==> src/rtl/signature_test_sequencer.sv <==
// -----------------------------------------------------------------------------
// signature_test_sequencer
//
// Built-in signature tester for an 8-bit circuit under test (CUT). A start
// request runs two passes, one per latched seed. Each pass:
//   - clears the CUT for one cycle,
//   - sweeps the stimulus counter over 0..NUM_VECTORS-1,
//   - compresses the CUT responses into a 16-bit signature using
//     scramble (xor with seed), 8-bit add and a 16-bit rotate,
//   - compares the signature with the latched golden value.
//
// Ports:
//   clk         system clock, rising edge
//   clear       synchronous active-high reset
//   start       two-pass test request, sampled only in IDLE
//   seed_a/b    scrambler seeds for pass A/B, latched at start
//   golden_a/b  expected signatures for pass A/B, latched at start
//   cut_output  CUT response (RESP_LATENCY cycles behind stimulus)
//   stimulus    CUT input (counter value)
//   cut_clear   CUT reset: clear OR state FLUSH
//   busy        high in every state except IDLE
//   done        one-cycle pulse in state DONE
//   sig_a/b     captured signatures
//   pass_a/b    signature equals golden, valid after DONE
// -----------------------------------------------------------------------------
module signature_test_sequencer #(
    parameter int NUM_VECTORS  = 255,
    parameter int RESP_LATENCY = 0
) (
    input  logic        clk,
    input  logic        clear,
    input  logic        start,
    input  logic [7:0]  seed_a,
    input  logic [7:0]  seed_b,
    input  logic [15:0] golden_a,
    input  logic [15:0] golden_b,
    input  logic [7:0]  cut_output,
    output logic [7:0]  stimulus,
    output logic        cut_clear,
    output logic        busy,
    output logic        done,
    output logic [15:0] sig_a,
    output logic [15:0] sig_b,
    output logic        pass_a,
    output logic        pass_b
);

    if (NUM_VECTORS < 1 || NUM_VECTORS > 255 || RESP_LATENCY < 0 || RESP_LATENCY > 3) begin : g_param_check
        $error("signature_test_sequencer: NUM_VECTORS must be 1..255 and RESP_LATENCY 0..3");
    end

    typedef enum logic [2:0] {
        S_IDLE,
        S_FLUSH,
        S_RUN,
        S_DRAIN,
        S_CHECK,
        S_DONE
    } state_t;

    localparam logic [7:0] LAST_STIM = 8'(NUM_VECTORS - 1);
    localparam logic [1:0] LAST_DRAIN = 2'(RESP_LATENCY - 1);

    state_t      state_reg;
    logic [7:0]  stim_reg;
    logic [15:0] acc_reg;
    logic [7:0]  seed_a_reg;
    logic [7:0]  seed_b_reg;
    logic [15:0] golden_a_reg;
    logic [15:0] golden_b_reg;
    logic        pass_sel_reg;   // 0 = pass A, 1 = pass B
    logic [1:0]  drain_cnt_reg;
    logic        busy_reg;
    logic        done_reg;
    logic [15:0] sig_a_reg;
    logic [15:0] sig_b_reg;
    logic        pass_a_reg;
    logic        pass_b_reg;

    logic        run_tag;
    logic        resp_valid;
    logic [7:0]  seed_sel;
    logic [7:0]  scr;
    logic [7:0]  sum;
    logic [15:0] acc_next;

    // Every RUN cycle presents exactly one valid stimulus.
    assign run_tag = (state_reg == S_RUN);

    // The valid tag travels alongside the CUT so the accumulator samples
    // cut_output exactly when the response to a tagged stimulus arrives.
    if (RESP_LATENCY == 0) begin : g_no_latency
        assign resp_valid = run_tag;
    end else begin : g_latency
        logic [RESP_LATENCY-1:0] vld_pipe_reg;

        always_ff @(posedge clk) begin
            if (clear || state_reg == S_FLUSH) begin
                vld_pipe_reg <= '0;
            end else begin
                vld_pipe_reg <= (vld_pipe_reg << 1) | RESP_LATENCY'(run_tag);
            end
        end

        assign resp_valid = vld_pipe_reg[RESP_LATENCY-1];
    end

    // Compression step: scramble, add low byte (carry dropped), rotate left.
    always_comb begin
        seed_sel = pass_sel_reg ? seed_b_reg : seed_a_reg;
        scr      = seed_sel ^ cut_output;
        sum      = acc_reg[7:0] + scr;
        acc_next = {acc_reg[14:8], sum, acc_reg[15]};
    end

    always_ff @(posedge clk) begin
        if (clear) begin
            state_reg     <= S_IDLE;
            stim_reg      <= '0;
            acc_reg       <= '0;
            seed_a_reg    <= '0;
            seed_b_reg    <= '0;
            golden_a_reg  <= '0;
            golden_b_reg  <= '0;
            pass_sel_reg  <= 1'b0;
            drain_cnt_reg <= '0;
            busy_reg      <= 1'b0;
            done_reg      <= 1'b0;
            sig_a_reg     <= '0;
            sig_b_reg     <= '0;
            pass_a_reg    <= 1'b0;
            pass_b_reg    <= 1'b0;
        end else begin
            done_reg <= 1'b0;
            if (resp_valid) begin
                acc_reg <= acc_next;
            end

            case (state_reg)
                S_IDLE: begin
                    if (start) begin
                        seed_a_reg    <= seed_a;
                        seed_b_reg    <= seed_b;
                        golden_a_reg  <= golden_a;
                        golden_b_reg  <= golden_b;
                        pass_sel_reg  <= 1'b0;
                        sig_a_reg     <= '0;
                        sig_b_reg     <= '0;
                        pass_a_reg    <= 1'b0;
                        pass_b_reg    <= 1'b0;
                        stim_reg      <= '0;
                        acc_reg       <= '0;
                        drain_cnt_reg <= '0;
                        busy_reg      <= 1'b1;
                        state_reg     <= S_FLUSH;
                    end
                end

                S_FLUSH: begin
                    stim_reg  <= '0;
                    acc_reg   <= '0;
                    state_reg <= S_RUN;
                end

                S_RUN: begin
                    // After the last vector the counter parks at NUM_VECTORS.
                    stim_reg <= stim_reg + 8'd1;
                    if (stim_reg == LAST_STIM) begin
                        drain_cnt_reg <= '0;
                        state_reg     <= (RESP_LATENCY == 0) ? S_CHECK : S_DRAIN;
                    end
                end

                S_DRAIN: begin
                    drain_cnt_reg <= drain_cnt_reg + 2'd1;
                    if (drain_cnt_reg == LAST_DRAIN) begin
                        state_reg <= S_CHECK;
                    end
                end

                S_CHECK: begin
                    if (!pass_sel_reg) begin
                        sig_a_reg    <= acc_reg;
                        pass_a_reg   <= (acc_reg == golden_a_reg);
                        pass_sel_reg <= 1'b1;
                        stim_reg     <= '0;
                        acc_reg      <= '0;
                        state_reg    <= S_FLUSH;
                    end else begin
                        sig_b_reg  <= acc_reg;
                        pass_b_reg <= (acc_reg == golden_b_reg);
                        done_reg   <= 1'b1;
                        state_reg  <= S_DONE;
                    end
                end

                S_DONE: begin
                    busy_reg  <= 1'b0;
                    state_reg <= S_IDLE;
                end

                default: begin
                    state_reg <= S_IDLE;
                end
            endcase
        end
    end

    assign stimulus  = stim_reg;
    assign cut_clear = clear | (state_reg == S_FLUSH);
    assign busy      = busy_reg;
    assign done      = done_reg;
    assign sig_a     = sig_a_reg;
    assign sig_b     = sig_b_reg;
    assign pass_a    = pass_a_reg;
    assign pass_b    = pass_b_reg;

endmodule

==> config.mk <==
export PLATFORM = sky130hd
export DESIGN_NAME = signature_test_sequencer
export DESIGN_NICKNAME = d
export VERILOG_FILES = /design/src/rtl/signature_test_sequencer.sv
export SDC_FILE = /design/constraint.sdc
export NUM_CORES = 1
export LEC_CHECK = 0
export ABC_AREA = 1
export CAP_MARGIN = 20
export CORE_UTILIZATION = 56
export CTS_CLUSTER_DIAMETER = 150
export DETAILED_ROUTE_END_ITERATION = 10
export PLACE_DENSITY_LB_ADDON = 0.15
export RECOVER_POWER = 50
export SLEW_MARGIN = 5
export SYNTH_ARGS = -nofsm -noshare
export SYNTH_HDL_FRONTEND = slang
export SYNTH_SLANG_ARGS = --single-unit
==> constraint.sdc <==
create_clock -name clk -period 6.34 [get_ports clk]
set_input_delay 0.634 -clock clk [delete_from_list [all_inputs] [get_ports clk]]
set_output_delay 0.634 -clock clk [all_outputs]
set_load 0.01 [all_outputs]
# Word-level counts from Yosys, hierarchy flattened
# Cells that the tools add are included.
# op_classes
shifts	0
n_reduce_logical	14
mux	30
n_eq_ne	14
n_bitwise	3
n_lt_le_gt_ge	0
multipliers	0
addsub	3
div	0
# ops
op	n
2-to-1 mux 16 bit	6
one-hot mux 16 bit (2 select lines)	2
one-hot mux 16 bit (3 select lines)	1
equality test 16 bit	2
one-hot mux 8 bit (4 select lines)	1
2-to-1 mux 8 bit	3
one-hot mux 3 bit (5 select lines)	1
AND reduction 3 bit	5
2-to-1 mux 3 bit	4
adder 8 x 1 -> 8 bit (second input constant)	1
adder 8 bit	1
equality test 8 bit (second input constant)	1
inequality test 2 bit (second input constant)	4
one-hot mux 1 bit (2 select lines)	4
XOR 8 bit	1
equality test 3 x 2 -> 1 bit (second input constant)	2
equality test 3 bit (second input constant)	2
one-hot mux 2 bit (3 select lines)	1
AND reduction 2 bit	3
2-to-1 mux 1 bit	5
2-to-1 mux 2 bit	2
nonzero test 2 bit	2
nonzero test 4 bit	1
equality test 3 x 1 -> 1 bit (second input constant)	1
8 further kinds	8
# totals
latch_bits	0
rom_bits	0
elab_cells	79
out_inout_bits	45
ramBits	0
regBits	114
mem_count	0

# Depth between registers and ports, before layout
# Gate-level depths: netlist of the first run.
# depth
ltp_word	6
ltp_mapped	17
mapped_depth_nobuf	15

# Worst setup path before layout of the first run
# No wires, ideal clock.
# synth_path
path_kind	reg-to-reg
startpoint	register pass_sel_reg
endpoint	register acc_reg[7]
t_required_ns	6.231
arrival_time_ns	2.162
setup_slack_ns	4.069
path_stages_with_launch	17
cell_sequence	dfxtp_1 buf_2 clkbuf_1 nand2_1 o21ai_0 xor2_1 ha_1 inv_1 fa_1 inv_1 nand3_1 nand2_1 nand3_1 nand3_1 nand3_1 nand2_1 inv_1
# synth_between
elab_chain_cells	6
elab_cells_between_ends	7
# synth_lines
item	line	rtl
from (decl)	71	logic pass_sel_reg;
from (signal assigned)	125	pass_sel_reg <= 1'b0;
from (signal assigned)	146	pass_sel_reg <= 1'b0;
from (signal assigned)	185	pass_sel_reg <= 1'b1;
2-to-1 mux 8 bit	110	seed_sel = pass_sel_reg ? seed_b_reg : seed_a_reg;
XOR 8 bit	111	scr = seed_sel ^ cut_output;
adder 8 bit	112	sum = acc_reg[7:0] + scr;
2-to-1 mux 16 bit	135	if (resp_valid) begin
2-to-1 mux 16 bit, on equally long branches	182, 141	
one-hot mux 16 bit (3 select lines) (*)	139	case (state_reg)
to (signal assigned)	136	acc_reg <= acc_next;
to (decl)	66	logic [15:0] acc_reg;
# Mark *: on every way between the ends. The rest lies on a longest branch, timed or not.
# A chain may end at the register's enable or synchronous reset.

# Worst setup path in the final report of the first run
# layout_path
startpoint	register state_reg[1]
endpoint	register sig_a_reg[8], in the netlist sig_a[8]
# layout_between
elab_chain_cells	3
elab_cells_between_ends	7
# layout_lines
item	line	rtl
from (decl)	64	state_t state_reg;
from (signal assigned)	170	state_reg <= (RESP_LATENCY == 0) ? S_CHECK : S_DRAIN;
equality test 3 bit or zero test 3 bit (tied branches)	139	
inequality test 2 bit (no source line) or nonzero test 2 bit (tied branches)	--	
AND reduction 3 bit (no source line)	--	
to (signal assigned)	183	sig_a_reg <= acc_reg;
to (decl)	75	logic [15:0] sig_a_reg;
# Parallel ways exist; a longest one is shown, timed or not.

==> qor.csv, run 1 <==
metric,value,unit
cp_max_fo,91,
start_kind,flop,
cts-root-buf,clkbuf_8,
yosysSeqAreaShare,42.6,%
grt_max_degree,92,
p_switching,692,uW
p_seq_share,37.5,%
whs,448,ps
worstPathArrival,4550,ps
fin_skew,10.9,ps
ant_nets,0,
p_leak,0.00290,uW
rsz0062_at_grt,no,
wl_per_cell,14.3,um
syn_inst,769,
synth_edf_count,0,
io_pins,104,
slew-limit-headroom,-77.0,%
synth-async-reset-ratio,0,%
core.rowCount,35,
clockPowerShare,42.3,%
setup_violations,0,
worst_pin_slew,2650,ps
syn_nets,840,
crit_type,reg2reg,
start_util,57.9,%
synth_area_leaders,"dfxtp_1 43%, nand2_1 14%, a21oi_1 8.5%, o21ai_0 7.0%, nor2_1 5.7%",
gr-usage-all-layers,30.1,%
io_buffers,103,
hpwl,9.57,mm
post-route-drc-count,0,
cts_resized,0,
cts.sinks,114,
area_growth,29.3,%
initialDrtViolationCount,258,
dieArea,9960,um2
ys_ff_latch,114,
routed_wl,14.3,mm
cts_buffer_depth,2,
vias,5274,
postCtsSetupBuffers,0,
yosysTopAreaCellShare,42.6,%
n_fill_cell,717,
post_drt_via_cell_ratio,5.27,
syn-cell-area,5350,um2
grt_pass1_wl,23.4,mm
globalplace.congestion,0.881,
grt_overflow,0,
syn_area_per_cell,6.96,um2
switching_share,31.1,%
final-seq-area,2280,um2
violations,"capacitance limit, slew limit",
worstPathRequired,6730,ps
finalHoldViolCount,0,
setup_tns,0,ps
yosys_warnings,0,
clkSlewWorstSetupHoldPaths,70,ps
cp-end-kind,flop,
outcome,"complete, but fails checks",
fp.dieH,99.8,um
maxSlewViolCount,92,
nets,929,
hp-class,reg2reg,
min_period_over_period,65.6,%
core_area,9240,um2
cts_htree_levels,4,
cts_tree,built,
final_layout_size_suffix_gt1_share,5.86,%
fmax,0.241,GHz
die_w,99.8,um
antenna_found_initial,0,
grt_pass1_vias,5190,
n_antenna_cell,0,
p_per_area,322,nW/um2
drt_pass1_iterations,5,
ctsHoldBuffers,0,
cts_buffers,17,
finalCriticalPeriod,4160,ps
p_comb_share,20.2,%
cap_violations,1,
ys_types,33,
clk_latency,530,ps
multiInputGateArea,2520,um2
p_int,1530,uW
synth_top_cell_by_area,dfxtp_1,
ir_worst_vdd,0.198,mV
ys.flop_type,dfxtp_1,
-- final cells by class --
class	instances	area share, %
inverters	85	4.61
clock buffers	17	5.98
well taps	129	2.33
multi-input cells	535	36.5
repair buffers	105	15.1
flip-flops and latches	114	33.0
clock inverters	15	2.50
-- worst paths after layout --
| path | start | end | slack (ps) | depth (start not counted) |
|---|---|---|---|---|
| worst max-delay path | state_reg[1] | sig_a[8] | 2180 | 7 |
| worst min-delay path | seed_a_reg[6] | seed_a_reg[6] | 450 | 2 |
| worst max register to register | state_reg[1] | sig_a[8] | 2180 | 7 |
| worst min register to register | seed_a_reg[6] | seed_a_reg[6] | 450 | 2 |
-- through the flow --
step	utilization (%)	instance area [um2]	std cells	total power, uW	worst slack, ps
5_1_grt	74.9	6920	1000	2330	1720
3_5_place_dp	69.0	6380	968	1290	3440
2_1_floorplan	-	5350	769	1150	4070
3_3_place_gp	69.0	6380	968	1270	3440
4_1_cts	75.4	6970	1000	2230	3410
6_report	74.9	6920	1000	2230	2180
-- cells by family (layout without fill, tap and decap cells) --
logic type	count (synthesis)	in the layout	synth area share, %
and+or+nand+nor	335	335	26.2
AOI/OAI and AO/OA	174	174	16.6
buffers and inverters	120	222	9.37
DFF	114	114	42.6
xor gates and xnor gates	14	14	2.29
adders and majority gates	12	12	2.94
-- cell usage after synthesis (2+ instances only) --
cell type / n
buf_4: 2
nand2_4: 2
inv_2: 7
buf_2: 11
o21ai_0: 75
dfxtp_1: 114
nand2_1: 202
xnor2_1: 5
or2_2: 5
buf_6: 4
nor2_1: 82
nand3_2: 3
o21ai_1: 2
a31o_2: 2
xor2_1: 9
a21oi_1: 91
ha_1: 11
clkbuf_1: 17
nand2_2: 3
nand3_1: 24
nand4_1: 9
inv_1: 78
-- routing by layer --
| layer | routed length (um) | GRT usage, % | vias up |
|---|---|---|---|
| met4 | 537 | 16.1 | 0 |
| li1 | - | - | 2629 |
| met3 | 761 | 6.27 | 38 |
| met1 | 5950 | 34.8 | 2424 |
| met5 | 0 | 0 | - |
| met2 | 7070 | 52.5 | 183 |
-- cells in the final DEF, fill, tap and decap left out, types with 2 or more instances in the layout --
cell             synthesis  final
clkinvlp_4               0      2
a21oi_1                 91     91
buf_4                    2      2
nand2_1                202    206
nand3_2                  3      2
inv_8                    0      2
bufinv_16                0      2
xnor2_1                  5      5
clkdlybuf4s50_1          0    103
a31o_2                   2      2
o21ai_0                 75     77
nor2_1                  82     83
nand3_1                 24     25
dfxtp_1                114    114
clkbuf_16                0     16
or2_2                    5      5
inv_6                    0      4
xor2_1                   9      9
inv_2                    7      5
clkinv_4                 0      4
inv_1                   78     80
nand4_1                  9      9
ha_1                    11     11
-- worst max-delay path: stages (launching register included) --
cell and delay [ps]:
dfxtp_1 400, inv_2 80, nand2_1 110, nor2_1 80, nand2_1 1890, nand2_1 1030
nand2_1 330, a21oi_1 100
-- power by group through the flow --
stage	sequential, uW	clock (uW)	combinational [uW]
after floorplan	843	0	308
after global placement	845	0	428
after detailed placement	847	0	443
after CTS	834	944	453
after global routing	842	980	506
final	835	941	449
No activity file was read; power rests on OpenSTA's default activity.
==> inputs of run 2 (changes only) <==
--- a/config.mk
+++ b/config.mk
@@ -7,7 +7,7 @@
 export LEC_CHECK = 0
 export ABC_AREA = 1
 export CAP_MARGIN = 20
-export CORE_UTILIZATION = 56
+export CORE_UTILIZATION = 52
 export CTS_CLUSTER_DIAMETER = 150
 export DETAILED_ROUTE_END_ITERATION = 10
 export PLACE_DENSITY_LB_ADDON = 0.15
==> constraint.sdc (replaced) <==
create_clock -name clk -period 4.2 [get_ports clk]
set_input_delay 0.42 -clock clk [delete_from_list [all_inputs] [get_ports clk]]
set_output_delay 0.42 -clock clk [all_outputs]
set_load 0.01 [all_outputs]
==> run 2 against run 1 <==
Net effect: the flow now finishes without violations; routed wire length fell by 1.2%; sequential share of layout area fell by 0.18 points; critical path type unchanged; global-route usage fell by 2.7 points.
==> qor.csv, run 2 (synthesized netlist as in run 1, its figures left out) <==
metric,value,unit,change
cts_htree_levels,4,,unchanged
grt_pass1_wl,22.2,mm,was 23.4 mm
setup_violations,0,,unchanged
nets,929,,unchanged
postCtsSetupBuffers,0,,unchanged
slew-limit-headroom,47.4,%,was -77.0%
layout_common_cells,"205 x nand2_1, 114 x dfxtp_1, 91 x a21oi_1",,"was 206 x nand2_1, 114 x dfxtp_1, 103 x clkdlybuf4s50_1"
rsz0062_at_grt,no,,unchanged
finalCriticalPeriod,2630,ps,was 4160 ps
route.met2.wl,7.01,mm,was 7.07 mm
core.rowCount,36,,was 35
crit_type,reg2reg,,unchanged
worstPathRequired,4610,ps,was 6730 ps
cts.sinks,114,,unchanged
start_kind,flop,,unchanged
outcome,completed,,"was complete, but fails checks"
p_total,3400,uW,was 2230 uW
r2r_cells,8,,was 7
holdPathEnd,seed_a_reg[5],,was seed_a_reg[6]
core_area,9860,um2,was 9240 um2
cp-end-kind,flop,,unchanged
hpwl,9.86,mm,was 9.57 mm
worstHoldPathCells,2,,unchanged
grt_pass1_vias,4929,,was 5190
fp.dieH,103,um,was 99.8 um
cts_buffers,17,,unchanged
clkSlewWorstSetupHoldPaths,60,ps,was 70 ps
setup_tns,0,ps,unchanged
rr_startpoint,state_reg[0],,was state_reg[1]
finalHoldViolCount,0,,unchanged
dieArea,10700,um2,was 9960 um2
dr.max_layer_used,met4,,unchanged
start_util,54.3,%,was 57.9%
ctsHoldBuffers,0,,unchanged
antenna_found_initial,0,,unchanged
final_cells,1004,,was 1000
drt_pass1_iterations,5,,unchanged
min_period_over_period,62.5,%,was 65.6%
grt_max_degree,92,,unchanged
cp_max_fo,91,,unchanged
met3_length,845,um,was 761 um
routed_wl,14.1,mm,was 14.3 mm
clk_latency,520,ps,was 530 ps
gr-usage-all-layers,27.5,%,was 30.1%
vias,5258,,was 5274
cts_tree,built,,unchanged
die_w,103,um,was 99.8 um
fin_util,70.5,%,was 74.9%
hp-class,reg2reg,,unchanged
cts_buffer_depth,2,,unchanged
cap_violations,0,,was 1
p_leak,0.00302,uW,was 0.00290 uW
fin_skew,11.6,ps,was 10.9 ps
post-route-drc-count,0,,unchanged
r2r-end,sig_b[2],,was sig_a[8]
post_drt_via_cell_ratio,5.24,,was 5.27
place_inst,972,,was 968
drt-met1-wl,5.75,mm,was 5.95 mm
initialDrtViolationCount,241,,was 258
wl_per_cell,14.1,um,was 14.3 um
maxSlewViolCount,0,,was 92
min_from,seed_a_reg[5],,was seed_a_reg[6]
area_growth,30.0,%,was 29.3%
io_pins,104,,unchanged
io_buffers,103,,unchanged
n_fill_cell,795,,was 717
cts_resized,0,,unchanged
ir_worst_vdd,0.298,mV,was 0.198 mV
rrSetupSlack,1570,ps,was 2180 ps
p_per_area,489,nW/um2,was 322 nW/um2
cts-root-buf,clkbuf_8,,unchanged
worst_pin_slew,787,ps,was 2650 ps
worstPathArrival,3030,ps,was 4550 ps
n_antenna_cell,0,,unchanged
final_layout_size_suffix_gt1_share,6.08,%,was 5.86%
grt_overflow,0,,unchanged
ant_nets,0,,unchanged
final_common_cell,nand2_1,,unchanged
globalplace.congestion,0.891,,was 0.881
fmax,0.381,GHz,was 0.241 GHz
whs,452,ps,was 448 ps
run 2: worst max-delay path by stage:
stage                   from    endpoint  slack [ps]  depth (start not counted)
5_1_grt         state_reg[0]   sig_b[15]        1370                          8
3_3_place_gp   cut_output[0]  acc_reg[7]        1820                         13
4_1_cts         pass_sel_reg  acc_reg[7]        1720                         13
3_5_place_dp    pass_sel_reg  acc_reg[7]        1750                         13
6_report        state_reg[0]    sig_b[2]        1570                          8
2_1_floorplan   pass_sel_reg  acc_reg[7]        1930                         16
run 2: metrics by stage:
step / setup slack [ps] / area [um2]
final: 1570 / 6960
after global routing: 1370 / 6960
after CTS: 1720 / 6990
after detailed placement: 1750 / 6380
after global placement: 1820 / 6380
after floorplan: 1930 / 5350
run 2: per-layer routing:
metal  GRT usage, %  vias up
met4           15.2        0
met3           5.71       46
li1               -     2636
met2           48.3      198
met1           31.0     2378
met5              0        -
run 2: cell type report:
type	count	area [um2]	area share, %
Timing Repair Buffer	105	1050	15.0
Multi-Input combinational cell	535	2540	36.5
Sequential cell	114	2280	32.8
Clock inverter	15	194	2.79
Inverter	85	319	4.59
Tap cell	133	166	2.39
Clock buffer	17	414	5.95
run 2: power breakdown:
part | switching (uW) | internal (uW)
clock | 563 | 921
sequential | 70.3 | 1190
combinational | 407 | 254
total | 1040 | 2360
run 2: worst max-delay path, cell delays in order (launching register included):
cell     delay, ps
dfxtp_1        330
inv_1          150
nand2_1        130
nor2_1         390
nand2_8        400
nand2_1        580
inv_2          270
nor2_1         180
nor2_1          60
